--- config.mk ---
export PLATFORM = sky130hd
export DESIGN_NAME = piece_bag_scheduler
export DESIGN_NICKNAME = d
export VERILOG_FILES = /design/src/rtl/piece_bag_scheduler.sv
export SDC_FILE = /design/constraint.sdc
export NUM_CORES = 1
export LEC_CHECK = 0
export CAP_MARGIN = 20
export CORE_MARGIN = 2
export CORE_UTILIZATION = 35
export CTS_CLUSTER_DIAMETER = 150
export DETAILED_ROUTE_END_ITERATION = 12
export MAX_ROUTING_LAYER = met4
export PLACE_DENSITY_LB_ADDON = 0.08
export SETUP_SLACK_MARGIN = 0.05
export SLEW_MARGIN = 20
export SYNTH_ARGS = -nofsm -noshare
export SYNTH_HDL_FRONTEND = slang
export SYNTH_SLANG_ARGS = --single-unit
--- constraint.sdc ---
create_clock -name clk -period 13.85 [get_ports clk]
set_input_delay 1.385 -clock clk [delete_from_list [all_inputs] [get_ports clk]]
set_output_delay 1.385 -clock clk [all_outputs]
set_load 0.01 [all_outputs]
--- src/rtl/piece_bag_scheduler.sv ---
// Turns the free-running piece generator into a 7-bag sequence and keeps a head + preview queue topped up.
// One draw per cycle while not full or on an accepted pop; all outputs come straight from registers.
module piece_bag_scheduler #(
    parameter int PREVIEW = 3
) (
    input  logic                   clk,
    input  logic                   reset,
    input  logic [2:0]             rng_val,
    input  logic                   pop,
    output logic [2:0]             head,
    output logic                   head_valid,
    output logic [3*PREVIEW-1:0]   preview,
    output logic                   ready,
    output logic [6:0]             bag_used,
    output logic                   bag_refill
);

    localparam int D  = PREVIEW + 1;
    localparam int CW = $clog2(D + 1);

    logic [2:0]    q [D];
    logic [CW-1:0] count;

    logic          pop_acc;
    logic          draw;
    logic [2:0]    c;
    logic [2:0]    pick;
    logic          found;
    logic [3:0]    s;
    logic [6:0]    bag_or;

    logic [2:0]    q_n [D];
    logic [CW-1:0] cnt_n;

    assign head_valid = (count != '0);
    assign ready      = (count == CW'(D));
    assign head       = q[0];

    for (genvar k = 1; k <= PREVIEW; k++) begin : g_preview
        assign preview[3*k-1 -: 3] = q[k];
    end

    assign pop_acc = pop & head_valid;
    assign draw    = ~ready | pop_acc;

    // Scan c, c+1, ... (mod 7) for the first piece not yet taken from the bag.
    always_comb begin
        c     = (rng_val == 3'd7) ? 3'd6 : rng_val;
        pick  = 3'd0;
        found = 1'b0;
        s     = 4'd0;
        for (int i = 0; i < 7; i++) begin
            s = {1'b0, c} + 4'(i);
            if (s >= 4'd7) begin
                s = s - 4'd7;
            end
            if (!found && !bag_used[s[2:0]]) begin
                pick  = s[2:0];
                found = 1'b1;
            end
        end
        bag_or = bag_used | (7'd1 << pick);
    end

    // Shift first on a pop so the new piece lands at the (post-shift) tail.
    always_comb begin
        for (int i = 0; i < D; i++) begin
            q_n[i] = q[i];
        end
        cnt_n = count;
        if (pop_acc) begin
            for (int i = 0; i < D - 1; i++) begin
                q_n[i] = q[i+1];
            end
            q_n[D-1] = 3'd0;
            cnt_n    = count - CW'(1);
        end
        if (draw) begin
            for (int i = 0; i < D; i++) begin
                if (cnt_n == CW'(i)) begin
                    q_n[i] = pick;
                end
            end
            cnt_n = cnt_n + CW'(1);
        end
    end

    always_ff @(posedge clk) begin
        if (reset) begin
            for (int i = 0; i < D; i++) begin
                q[i] <= 3'd0;
            end
            count      <= '0;
            bag_used   <= 7'd0;
            bag_refill <= 1'b0;
        end else begin
            for (int i = 0; i < D; i++) begin
                q[i] <= q_n[i];
            end
            count <= cnt_n;
            if (draw && bag_or == 7'h7F) begin
                bag_used   <= 7'd0;
                bag_refill <= 1'b1;
            end else begin
                if (draw) begin
                    bag_used <= bag_or;
                end
                bag_refill <= 1'b0;
            end
        end
    end

endmodule

Word-level counts from Yosys, hierarchy flattened --
Memories as Yosys holds them, arrays and structs flattened. Cells that the tools add are included.
Word-level totals: register bits after elaboration 11, RAM bits 12, input bits 6, output and inout bits 22, memories 1
Cells by class: $add $sub $neg 15, $lt $le $gt $ge 14, equality and inequality tests 6, shift operators 1, mux-type cells 51, bitwise operators 8, reductions and logical operators 21
Memories:
- q | words 4, width 3, rd ports 4, clocked after Yosys merged registers in 0, wr ports 4, RTL line 21 | logic [2:0] q [D];
Operators by type and width (number):
- 3-bit two-way mux | 25
- 3-bit by 4-bit less-than comparator with 1-bit output, second input constant | 7
- 4-bit by 3-bit >= comparator with 1-bit output, second input constant | 6
- 12-bit two-way mux | 2
- 1-bit binary-select mux with 3-bit select | 7
- 3-bit subtractor, second input constant | 7
- 1-bit two-way mux | 17
- 3-bit by 3-bit adder with 4-bit output, second input constant | 3
- 1-bit zero test | 11
- 3-bit by 2-bit adder with 4-bit output, second input constant | 2
- 7-bit equality test, second input constant | 1
- 1-bit logical AND | 7
- 7-bit bitwise OR | 1
- 1-bit by 3-bit left shift with 7-bit output, first input constant | 1
- 3-bit by 2-bit equality test with 1-bit output, second input constant | 2
- 3-bit equality test, second input constant | 2
- 1-bit bitwise OR | 5
- 3-bit by 1-bit adder with 4-bit output, second input constant | 1
- 3-bit by 1-bit adder with 3-bit output, second input constant | 1
- 3-bit by 1-bit equality test with 1-bit output, second input constant | 1
- 3-bit >= comparator, second input constant | 1
- 3-bit zero test | 1
- 3-bit nonzero test | 1
- 3-bit by 1-bit subtractor with 3-bit output, second input constant | 1
- other kinds (3) | 3

Depth between registers and ports, before layout --
Gate-level depths: netlist of the first run.
depth after elaboration 30, depth in mapped cells 20, mapped depth without buffers 16

Worst setup path after synthesis of the first run --
OpenSTA, ideal clock, no wires.
path kind input -> register, start point input port rng_val[2], end point register bag_used[0], arrival 5.395 ns, path slack 8.317 ns, cell stages on the path 19, cells stage by stage buf_6 > a21bo_1 > buf_6 > inv_2 > ha_1 > inv_1 > ha_1 > clkbuf_1 > nor2b_1 > a21oi_1 > mux2i_1 > a31oi_1 > nand4_1 > or4_4 > nor2_2 > a21oi_2 > or4b_4 > a311oi_4 > a211oi_1
Between the ends: cells in the longest elaborated chain, start to end 30
Ends and longest elaborated chain:
- start: declaration | RTL line 8 | input logic [2:0] rng_val,
- 3-bit equality test | RTL line 48 | c = (rng_val == 3'd7) ? 3'd6 : rng_val;
- 3-bit two-way mux * | RTL line 48
- 3-bit by 1-bit adder with 4-bit output | RTL line 53 | s = {1'b0, c} + 4'(i);
- 4-bit by 3-bit >= comparator with 1-bit output / 3-bit subtractor (equally long branches) | RTL line 54, 55
- 3-bit two-way mux | RTL line 54 | if (s >= 4'd7) begin
- 1-bit binary-select mux with 3-bit select | RTL line 57 | if (!found && !bag_used[s[2:0]]) begin
- 1-bit two-way mux (not written as such) | RTL line 57
- 1-bit zero test | RTL line 57
- [... 14 more ...]
- 1-bit zero test | RTL line 57
- 1-bit logical AND | RTL line 57
- 3-bit two-way mux * | RTL line 57
- 1-bit by 3-bit left shift with 7-bit output * | RTL line 62 | bag_or = bag_used | (7'd1 << pick);
- 7-bit bitwise OR * | RTL line 62
- 7-bit equality test | RTL line 101 | if (draw && bag_or == 7'h7F) begin
- 1-bit logical AND | RTL line 101
- 2-bit OR reduction (no source line)
- end signal: assignment | RTL line 106 | bag_used <= bag_or;
- end: declaration | RTL line 14 | output logic [6:0] bag_used,
Every way passes the cells marked *; elsewhere a longest branch is shown, timed or not. The select of a mux whose other input is x is not followed. A chain may end at the register's enable or synchronous reset.

Worst setup path after layout of the first run --
start point input port rng_val[1], end point register bag_used[6]
Same word-level chain as after synthesis.

==> run metrics, run 1 <==
CP Capture Type=register; setup ws final=6.82 ns; hold crit path type=reg2reg; fin crit share=0.507; Yosys warnings=0; Total GRT Usage=0.207; Worst EP arrival=7.13 ns; clk buf depth=2; die area=around 0.0084 mm2; Setup-failing EPs final=0; Max-Cap Viols=0; Post-CTS Hold Buffers=0; ys async rst share=0; CTS H-tree depth=1; Routed Antenna Nets=0; setup bufs post-CTS=0; DRT iter0 DRCs=about 240; Power Density=142 mW/mm2; Clock Pin Slew Worst Setup and Hold Paths=0.08 ns; syn_area_per_cell=7.37 um2; Critical Path RT=13.96 ns; post-synthesis cell area=about 0.0027 mm2; Post-synth EDFFs=0; CTS Sinks=23; post-CTS sizing=0; CTS buffer count=3; Max Freq=142 MHz; final hold vios=0; Tightest Pin Transition=0.895 ns; P&R area growth vs syn=12.3%; total design power=428 uW; DR vias/cell=a little over 6; fin crit period=7.03 ns; total routed wirelength=8490 um; via count=2845; FF+latch count, synth=23; Max IR drop VDD=0.0863 mV; Cells after Synth=365; Seq/Total Area, Yosys=0.171; post-synthesis cell type count=73; Final Skew=0.00651 ns; Initial Utilization=0.367; core box area=0.00733 mm2; gp weighted congestion=0.938; Top FF cell, synth=dfxtp_1; Chip Width=91.7 um; outcome=complete, no violations; diode count=0; DRT Pass-1 Iters=5; Root Driver=clkbuf_8; Top Ports=28; commonest non-fill, non-tap cell in the layout=nand2_1; Fin Setup TNS=0 ns; first-pass GRT wire length=13900 um; hpwl dp=approximately 6300 um; commonest non-fill, non-tap cells in the layout=37 x nand2_1, 32 x nor2_1, 27 x clkdlybuf4s50_1, 24 x a21oi_1, 23 x dfxtp_1; DRC errors left=0; Rows=31; Pins Over Slew Limit=0; filler cell count=about 770; Startpoint Class=input port; pin count of the biggest net entering global routing=26; clock insertion delay at the later pin of the skew report=0.26 ns; grt total ovfl=0; share of cells above drive strength 1=0.0757; Slew headroom=0.402; PortBufs=27; Critical Path Fanout Max=25; DP Worst Slack=6.71 ns; WS Path Type=in2reg; final core utilization=0.412; Die Ht=91.7 um; post-detailed-route wirelength per cell=18.1 um; CTS tree=yes; initial antenna violation count=0; vias in the first global route=2676; RSZ-0062 raised after global routing=no; LEAKAGE=1.09 nW; # nets final=around 400; net count after synthesis=384
[sequential cells by signal, summed over array words and instances, names as in the netlist]
register    flops
q              12
bag_used        7
count           3
bag_refill      1
[per-layer routing]
metal	global-route usage	share of wire	wire (um)	vias up
met5	-	0	0	-
met4	0.0286	0.0057	48	0
met3	0.0288	0.057	485	7
met2	0.301	0.44	3740	100
met1	0.310	0.50	4220	1359
li1	-	-	-	1379
[critical path: stages]
cell	delay [ns]
clkdlybuf4s50_1	1.06
a21bo_1	0.38
inv_2	0.14
ha_1	0.24
inv_1	0.07
ha_1	0.35
and2_0	0.30
mux2i_1	0.34
a2111oi_0	0.13
a31oi_1	0.39
nand4_1	0.19
or4_4	0.57
nor3_2	0.16
nor2_1	0.21
or4b_4	0.60
a311oi_4	0.47
a211oi_1	0.14
[logic make-up after synthesis]
| kind of cell | Yosys count | share of synthesized area |
|---|---|---|
| DFF | 23 | 0.171 |
| xor gates and xnor gates | 8 | 0.0260 |
| muxes | 17 | 0.0688 |
| AOI/OAI and AO/OA | 113 | 0.317 |
| and+or+nand+nor | 146 | 0.284 |
| buffers and inverters | 45 | 0.0702 |
| adders and majority gates | 13 | 0.0632 |
[worst paths after layout]
check | startpoint | end | slack [ns] | depth (start not counted)
max | rng_val[1] | bag_used[6]$_SDFFE_PP0N_ | 6.82 | 17
max reg2reg | bag_used[4]$_SDFFE_PP0N_ | bag_used[6]$_SDFFE_PP0N_ | 9.53 | 11
min | q[0][2]$_SDFF_PP0_ | q[0][2]$_SDFF_PP0_ | 0.49 | 2
min reg2reg | q[0][2]$_SDFF_PP0_ | q[0][2]$_SDFF_PP0_ | 0.49 | 2
[power by group]
group / switching, mW / total [mW] / leakage, nW / internal [mW]
Clock: 0.0211 / 0.0412 / 0.0255 / 0.0200
Sequential: 0.0307 / 0.117 / 0.189 / 0.0865
Combinational: 0.157 / 0.269 / 0.875 / 0.113
[metrics by stage]
stage | hold slack, ns | instance area, um2 | std cells
floorplan | 0.502 | 2690 | 365
global placement | 0.481 | 2980 | 465
detailed placement | 0.478 | 2980 | 465
CTS | 0.493 | 3020 | 469
global route | 0.522 | 3020 | 469
finish | 0.490 | 3020 | 469
[synthesized netlist by cell type, drive strengths merged, types with 3 or more instances]
| cell | number | area share |
|---|---|---|
| or2 | 5 | 0.012 |
| o32ai | 3 | 0.0098 |
| a31oi | 8 | 0.019 |
| a311oi | 12 | 0.046 |
| a2111oi | 3 | 0.0098 |
| o211a | 3 | 0.011 |
| nand2 | 37 | 0.052 |
| ha | 12 | 0.056 |
| nand2b | 7 | 0.019 |
| clkbuf | 22 | 0.031 |
| nor2b | 9 | 0.021 |
| mux2i | 14 | 0.052 |
| nand3 | 19 | 0.035 |
| a21o | 5 | 0.014 |
| and2 | 5 | 0.012 |
| and3b | 3 | 0.0098 |
| o211ai | 3 | 0.0084 |
| or4 | 3 | 0.0098 |
| xor2 | 3 | 0.0098 |
| a21oi | 25 | 0.048 |
| inv | 17 | 0.024 |
| nand4 | 5 | 0.012 |
| a211oi | 13 | 0.036 |
| or3 | 4 | 0.011 |
| o21ai | 10 | 0.019 |
| buf | 6 | 0.016 |
| nor3 | 6 | 0.015 |
| nor2 | 33 | 0.047 |
| xnor2 | 5 | 0.016 |
| dfxtp | 23 | 0.17 |
[layout make-up]
cell class	instances	area [um2]	area share
Clock inverter	1	5.00	0.00166
Inverter	17	63.8	0.0211
Tap cell	99	124	0.0410
Timing Repair Buffer	29	285	0.0944
Multi-Input combinational cell	297	2040	0.676
Clock buffer	3	41.3	0.0137
Sequential cell	23	460	0.152
Power figures use the tool's default switching activity.
==> inputs of run 2 (changes only) <==
clock period = 6.2 ns   (was 13.85 ns; I/O delays follow)
==> run 2 against run 1 <==
  * Final cell count rose by 1.1%
  * Register-to-register slack worse by 7.5 ns
  * Sequential cell count stayed put
  * Die area did not move
  * Clock power increased by 120%
  * Clock skew is 0.0020 ns lower
  * Final area increased by 1.2%
  * Via count up 1.4%
  * Wire length is 2.1% higher
  * First-iteration DRC count increased by 6.6%
  * Core utilization increased by 0.51 points
  * Critical path type unchanged
  * Largest power group unchanged
==> run metrics, run 2 (synthesis gave the netlist of run 1 again) <==
core box area=0.00733 mm2; Post-CTS Hold Buffers=0; hold crit path type=reg2reg; Critical Path RT=6.31 ns; first-pass GRT wire length=between 10000 and 15000 um; Pins Over Slew Limit=0; area of placed instances=0.00301 mm2; Routed Antenna Nets=0; Worst EP arrival=5.53 ns; CP Capture Type=register; P&R area growth vs syn=13.7%; CTS tree=yes; Largest register FFs=12; DR vias/cell=a little over 6; CTS Sinks=23; final hold vios=0; Final Skew=approximately 0.0046 ns; pin count of the biggest net entering global routing=25; CTS H-tree depth=1; Max IR drop VDD=0.209 mV; Biggest register=q; via count=around 2900; Die Ht=91.7 um; PortBufs=27; initial antenna violation count=0; RSZ-0062 raised after global routing=no; clock insertion delay at the later pin of the skew report=about 0.26 ns; post-detailed-route wirelength per cell=around 18 um; Max Freq=185 MHz; DRC errors left=0; hold path endpoint=q[3][1]$_SDFF_PP0_; total routed wirelength=8680 um; diode count=0; # nets final=395; Initial Utilization=0.367; worst reg2reg endpoint=bag_used[5]$_SDFFE_PP0N_; setup bufs post-CTS=0; Hold Path Origin=q[3][1]$_SDFF_PP0_; DRT iter0 DRCs=260; Worst Setup SP=rng_val[0]; Max-Cap Viols=0; Tightest Pin Transition=around 0.85 ns; R2R cell count=12; vias in the first global route=2652; largest registers=q (12), bag_used (7), count (3); Rows=31; Root Driver=clkbuf_8; Top Ports=28; Fin Setup TNS=0 ns; die area=0.00841 mm2; LEAKAGE=1.11 nW; hpwl dp=~6300 um; Final Instance Area=0.00306 mm2; share of cells above drive strength 1=0.0880; fin crit share=0.873; WS Path Type=in2reg; gp weighted congestion=roughly 1.0; Critical Path Fanout Max=12; post-CTS sizing=0; fin crit period=roughly 5.4 ns; total design power=975 uW; CTS buffer count=3; grt total ovfl=0; commonest non-fill, non-tap cell in the layout=nand2_1; Chip Width=91.7 um; hold depth=2; Slew headroom=0.429; Power Density=319 mW/mm2; Setup-failing EPs final=0; commonest non-fill, non-tap cells in the layout=37 x nand2_1, 32 x nor2_1, 27 x clkdlybuf4s50_1, 24 x a21oi_1, 23 x dfxtp_1; outcome=complete, no violations; DRT Pass-1 Iters=5; Startpoint Class=input port; Total GRT Usage=0.213; clk buf depth=2; R2R Setup Slk=about 2.0 ns; Clock Pin Slew Worst Setup and Hold Paths=0.08 ns; beginning of the worst register-to-register path=bag_used[4]$_SDFFE_PP0N_
[run 2: cell types whose count changed in the layout (fill, tap and decap cells not counted)]
cell   change
buf_4      +5
[run 2: worst max-delay path: stages]
cell,delay (ns)
clkdlybuf4s50_1,0.48
a21bo_1,0.22
inv_2,0.13
ha_1,0.19
inv_1,0.05
ha_1,0.45
and2_0,0.33
mux2i_1,0.36
a2111oi_0,0.13
a31oi_1,0.34
nand4_1,0.17
or4_4,0.56
nor2_2,0.13
a21oi_2,0.04
buf_4,0.18
or4b_4,0.53
a311oi_4,0.47
a211oi_1,0.14
[run 2: layer usage]
metal	global-route usage	up-vias	part of all wire
met5	-	-	0
met4	0.0174	0	0.0056
met3	0.0214	8	0.056
met2	0.309	105	0.42
met1	0.330	1386	0.52
li1	-	1386	-
[run 2: metrics by stage]
stage	utilization	cells	setup slack, ns	hold WS [ns]
after CTS	0.417	474	0.864	0.502
after global placement	0.411	470	0.621	0.474
final	0.417	474	0.787	0.500
after global routing	0.417	474	0.540	0.522
after detailed placement	0.411	470	0.583	0.490
after floorplan	-	365	1.43	0.502
[run 2: worst max-delay path by stage]
stage | to | slack [ns] | cells after the start
5_1_grt | bag_used[5]$_SDFFE_PP0N_ | 0.54 | 18
6_report | bag_used[5]$_SDFFE_PP0N_ | 0.79 | 18
2_1_floorplan | bag_used[0]$_SDFFE_PP0N_ | 1.43 | 19
3_5_place_dp | bag_used[5]$_SDFFE_PP0N_ | 0.58 | 18
4_1_cts | bag_used[5]$_SDFFE_PP0N_ | 0.86 | 18
3_3_place_gp | bag_used[5]$_SDFFE_PP0N_ | 0.62 | 18
[run 2: layout make-up]
| type | instances | area [um2] |
|---|---|---|
| Clock buffer | 3 | 41.3 |
| Timing Repair Buffer | 34 | 323 |
| Multi-Input combinational cell | 297 | 2040 |
| Clock inverter | 1 | 5.00 |
| Fill cell | 760 | 4270 |
| Sequential cell | 23 | 460 |
| Inverter | 17 | 63.8 |
| Tap cell | 99 | 124 |
[run 2: report_power, final]
part	internal, mW	switching (mW)	total, mW
sequential	0.193	0.0702	0.263
clock	0.0448	0.0477	0.0925
combinational	0.259	0.360	0.619
==> inputs of run 3 (changes only) <==
CORE_MARGIN = 3   (was 2)
==> run 3 against run 2 <==
  * Maximum frequency rose by 0.68%
  * Sequential share of layout area barely moved
  * Register-to-register slack improved by 0.08 ns
  * Global-route usage fell by 1.6 points
  * Sequential power barely moved
  * Core utilization fell by 0.32 points
  * Total power fell by 0.85%
  * Final area fell by 0.25%
  * Largest power group unchanged
  * Highest routed layer is now met3
==> run metrics, run 3 (synthesis gave the netlist of run 1 again) <==
DP Worst Slack=just under 0.6 ns; setup bufs post-CTS=0; DRC errors left=0; Total GRT Usage=0.196; CTS tree=yes; die area=0.00878 mm2; CP Capture Type=register; P&R area growth vs syn=13.4%; Post-CTS Hold Buffers=0; Root Driver=clkbuf_8; final std cells w/o fill=473; DRT iter0 DRCs=223; Top Ports=28; Inst Count DP=between 400 and 500; PortBufs=27; via count=2867; setup ws final=0.824 ns; total design power=967 uW; DR vias/cell=6.06; Rows=31; grt total ovfl=0; # nets final=about 390; Clock Pin Slew Worst Setup and Hold Paths=around 0.08 ns; commonest non-fill, non-tap cells in the layout=37 x nand2_1, 32 x nor2_1, 27 x clkdlybuf4s50_1, 24 x a21oi_1, 23 x dfxtp_1; Power Density=317 mW/mm2; vias in the first global route=2555; core box area=0.00737 mm2; Max-Cap Viols=0; hold depth=2; Worst EP arrival=approximately 5.5 ns; Final Instance Area=0.00305 mm2; filler cell count=780; Critical Path Fanout Max=12; Fin Setup TNS=0 ns; Largest register FFs=12; LEAKAGE=1.11 nW; Clock Power Share=0.098; Slew headroom=0.421; Final Skew=0.00499 ns; internal cell power=between 400 and 500 uW; Max Freq=186 MHz; total routed wirelength=approximately 8500 um; largest registers=q (12), bag_used (7), count (3); area of placed instances=0.00301 mm2; clk buf depth=2; CTS H-tree depth=1; switching part of the total=0.490; pin count of the biggest net entering global routing=25; Chip Width=93.7 um; first-pass GRT wire length=about 14000 um; fin crit period=approximately 5.4 ns; Startpoint Class=input port; combinational power share=0.632; R2R cell count=11; hold crit path type=reg2reg; Routed Antenna Nets=0; Initial Utilization=0.365; Tightest Pin Transition=around 0.87 ns; DRT Pass-1 Iters=5; RSZ-0062 raised after global routing=no; NetSw=roughly 470 uW; WS Path Type=in2reg; Reg power frac=0.270; Setup-failing EPs final=0; CTS buffer count=3; post-detailed-route wirelength per cell=18.0 um; outcome=complete, no violations; Max IR drop VDD=around 0.15 mV; post-CTS sizing=0; Biggest register=q; CTS Sinks=23; clock insertion delay at the later pin of the skew report=0.27 ns; gp weighted congestion=1.02; initial antenna violation count=0; commonest non-fill, non-tap cell in the layout=nand2_1; final hold vios=0; share of cells above drive strength 1=0.0856; Pins Over Slew Limit=0; diode count=0; hpwl dp=6250 um; Critical Path RT=roughly 6.3 ns; Die Ht=about 94 um; fin crit share=0.867
[run 3: worst max-delay path, stage by stage]
cell and delay (ns):
clkdlybuf4s50_1 0.48, a21bo_1 0.22, inv_2 0.15, ha_1 0.20, inv_1 0.05, ha_1 0.52
and4b_1 0.28, a21oi_1 0.33, mux2i_1 0.12, a31oi_1 0.33, nand4_1 0.17, or4_4 0.56
nor3_2 0.14, nor2_1 0.13, or4b_4 0.56, a311oi_4 0.48, a211oi_1 0.14
[run 3: metrics by stage]
step / utilization / hold slack (ns)
global route: 0.414 / 0.510
detailed placement: 0.408 / 0.480
CTS: 0.414 / 0.495
finish: 0.414 / 0.490
floorplan: - / 0.502
global placement: 0.408 / 0.478
[run 3: worst paths after layout]
| path | start | end | slack [ns] |
|---|---|---|---|
| worst min-delay path | q[0][1]$_SDFF_PP0_ | q[0][1]$_SDFF_PP0_ | 0.49 |
| worst max-delay path | rng_val[0] | bag_used[0]$_SDFFE_PP0N_ | 0.82 |
| worst max register to register | bag_used[4]$_SDFFE_PP0N_ | bag_used[0]$_SDFFE_PP0N_ | 2.12 |
| worst min register to register | q[0][1]$_SDFF_PP0_ | q[0][1]$_SDFF_PP0_ | 0.49 |
[run 3: cell type report]
type,instances,area (um2),share of cell area
clock buffers,3,41.3,0.0135
repair buffers,33,315,0.103
multi-input cells,297,2040,0.669
clock inverters,1,5.00,0.00164
well taps,99,124,0.0406
flip-flops and latches,23,460,0.151
inverters,17,63.8,0.0209
[run 3: metal layers]
metal | vias up | GRT usage | share of wire
met5 | - | - | 0
met4 | 0 | 0.0144 | 0
met3 | 0 | 0.0168 | 0.053
met2 | 97 | 0.290 | 0.44
met1 | 1385 | 0.303 | 0.51
li1 | 1385 | - | -
[run 3: power by group through the flow]
stage	Combinational, mW	Sequential [mW]	Clock, mW
2_1_floorplan	0.419	0.240	0
3_3_place_gp	0.607	0.266	0
3_5_place_dp	0.605	0.263	0
4_1_cts	0.607	0.259	0.0974
5_1_grt	0.680	0.268	0.105
6_report	0.612	0.261	0.0948
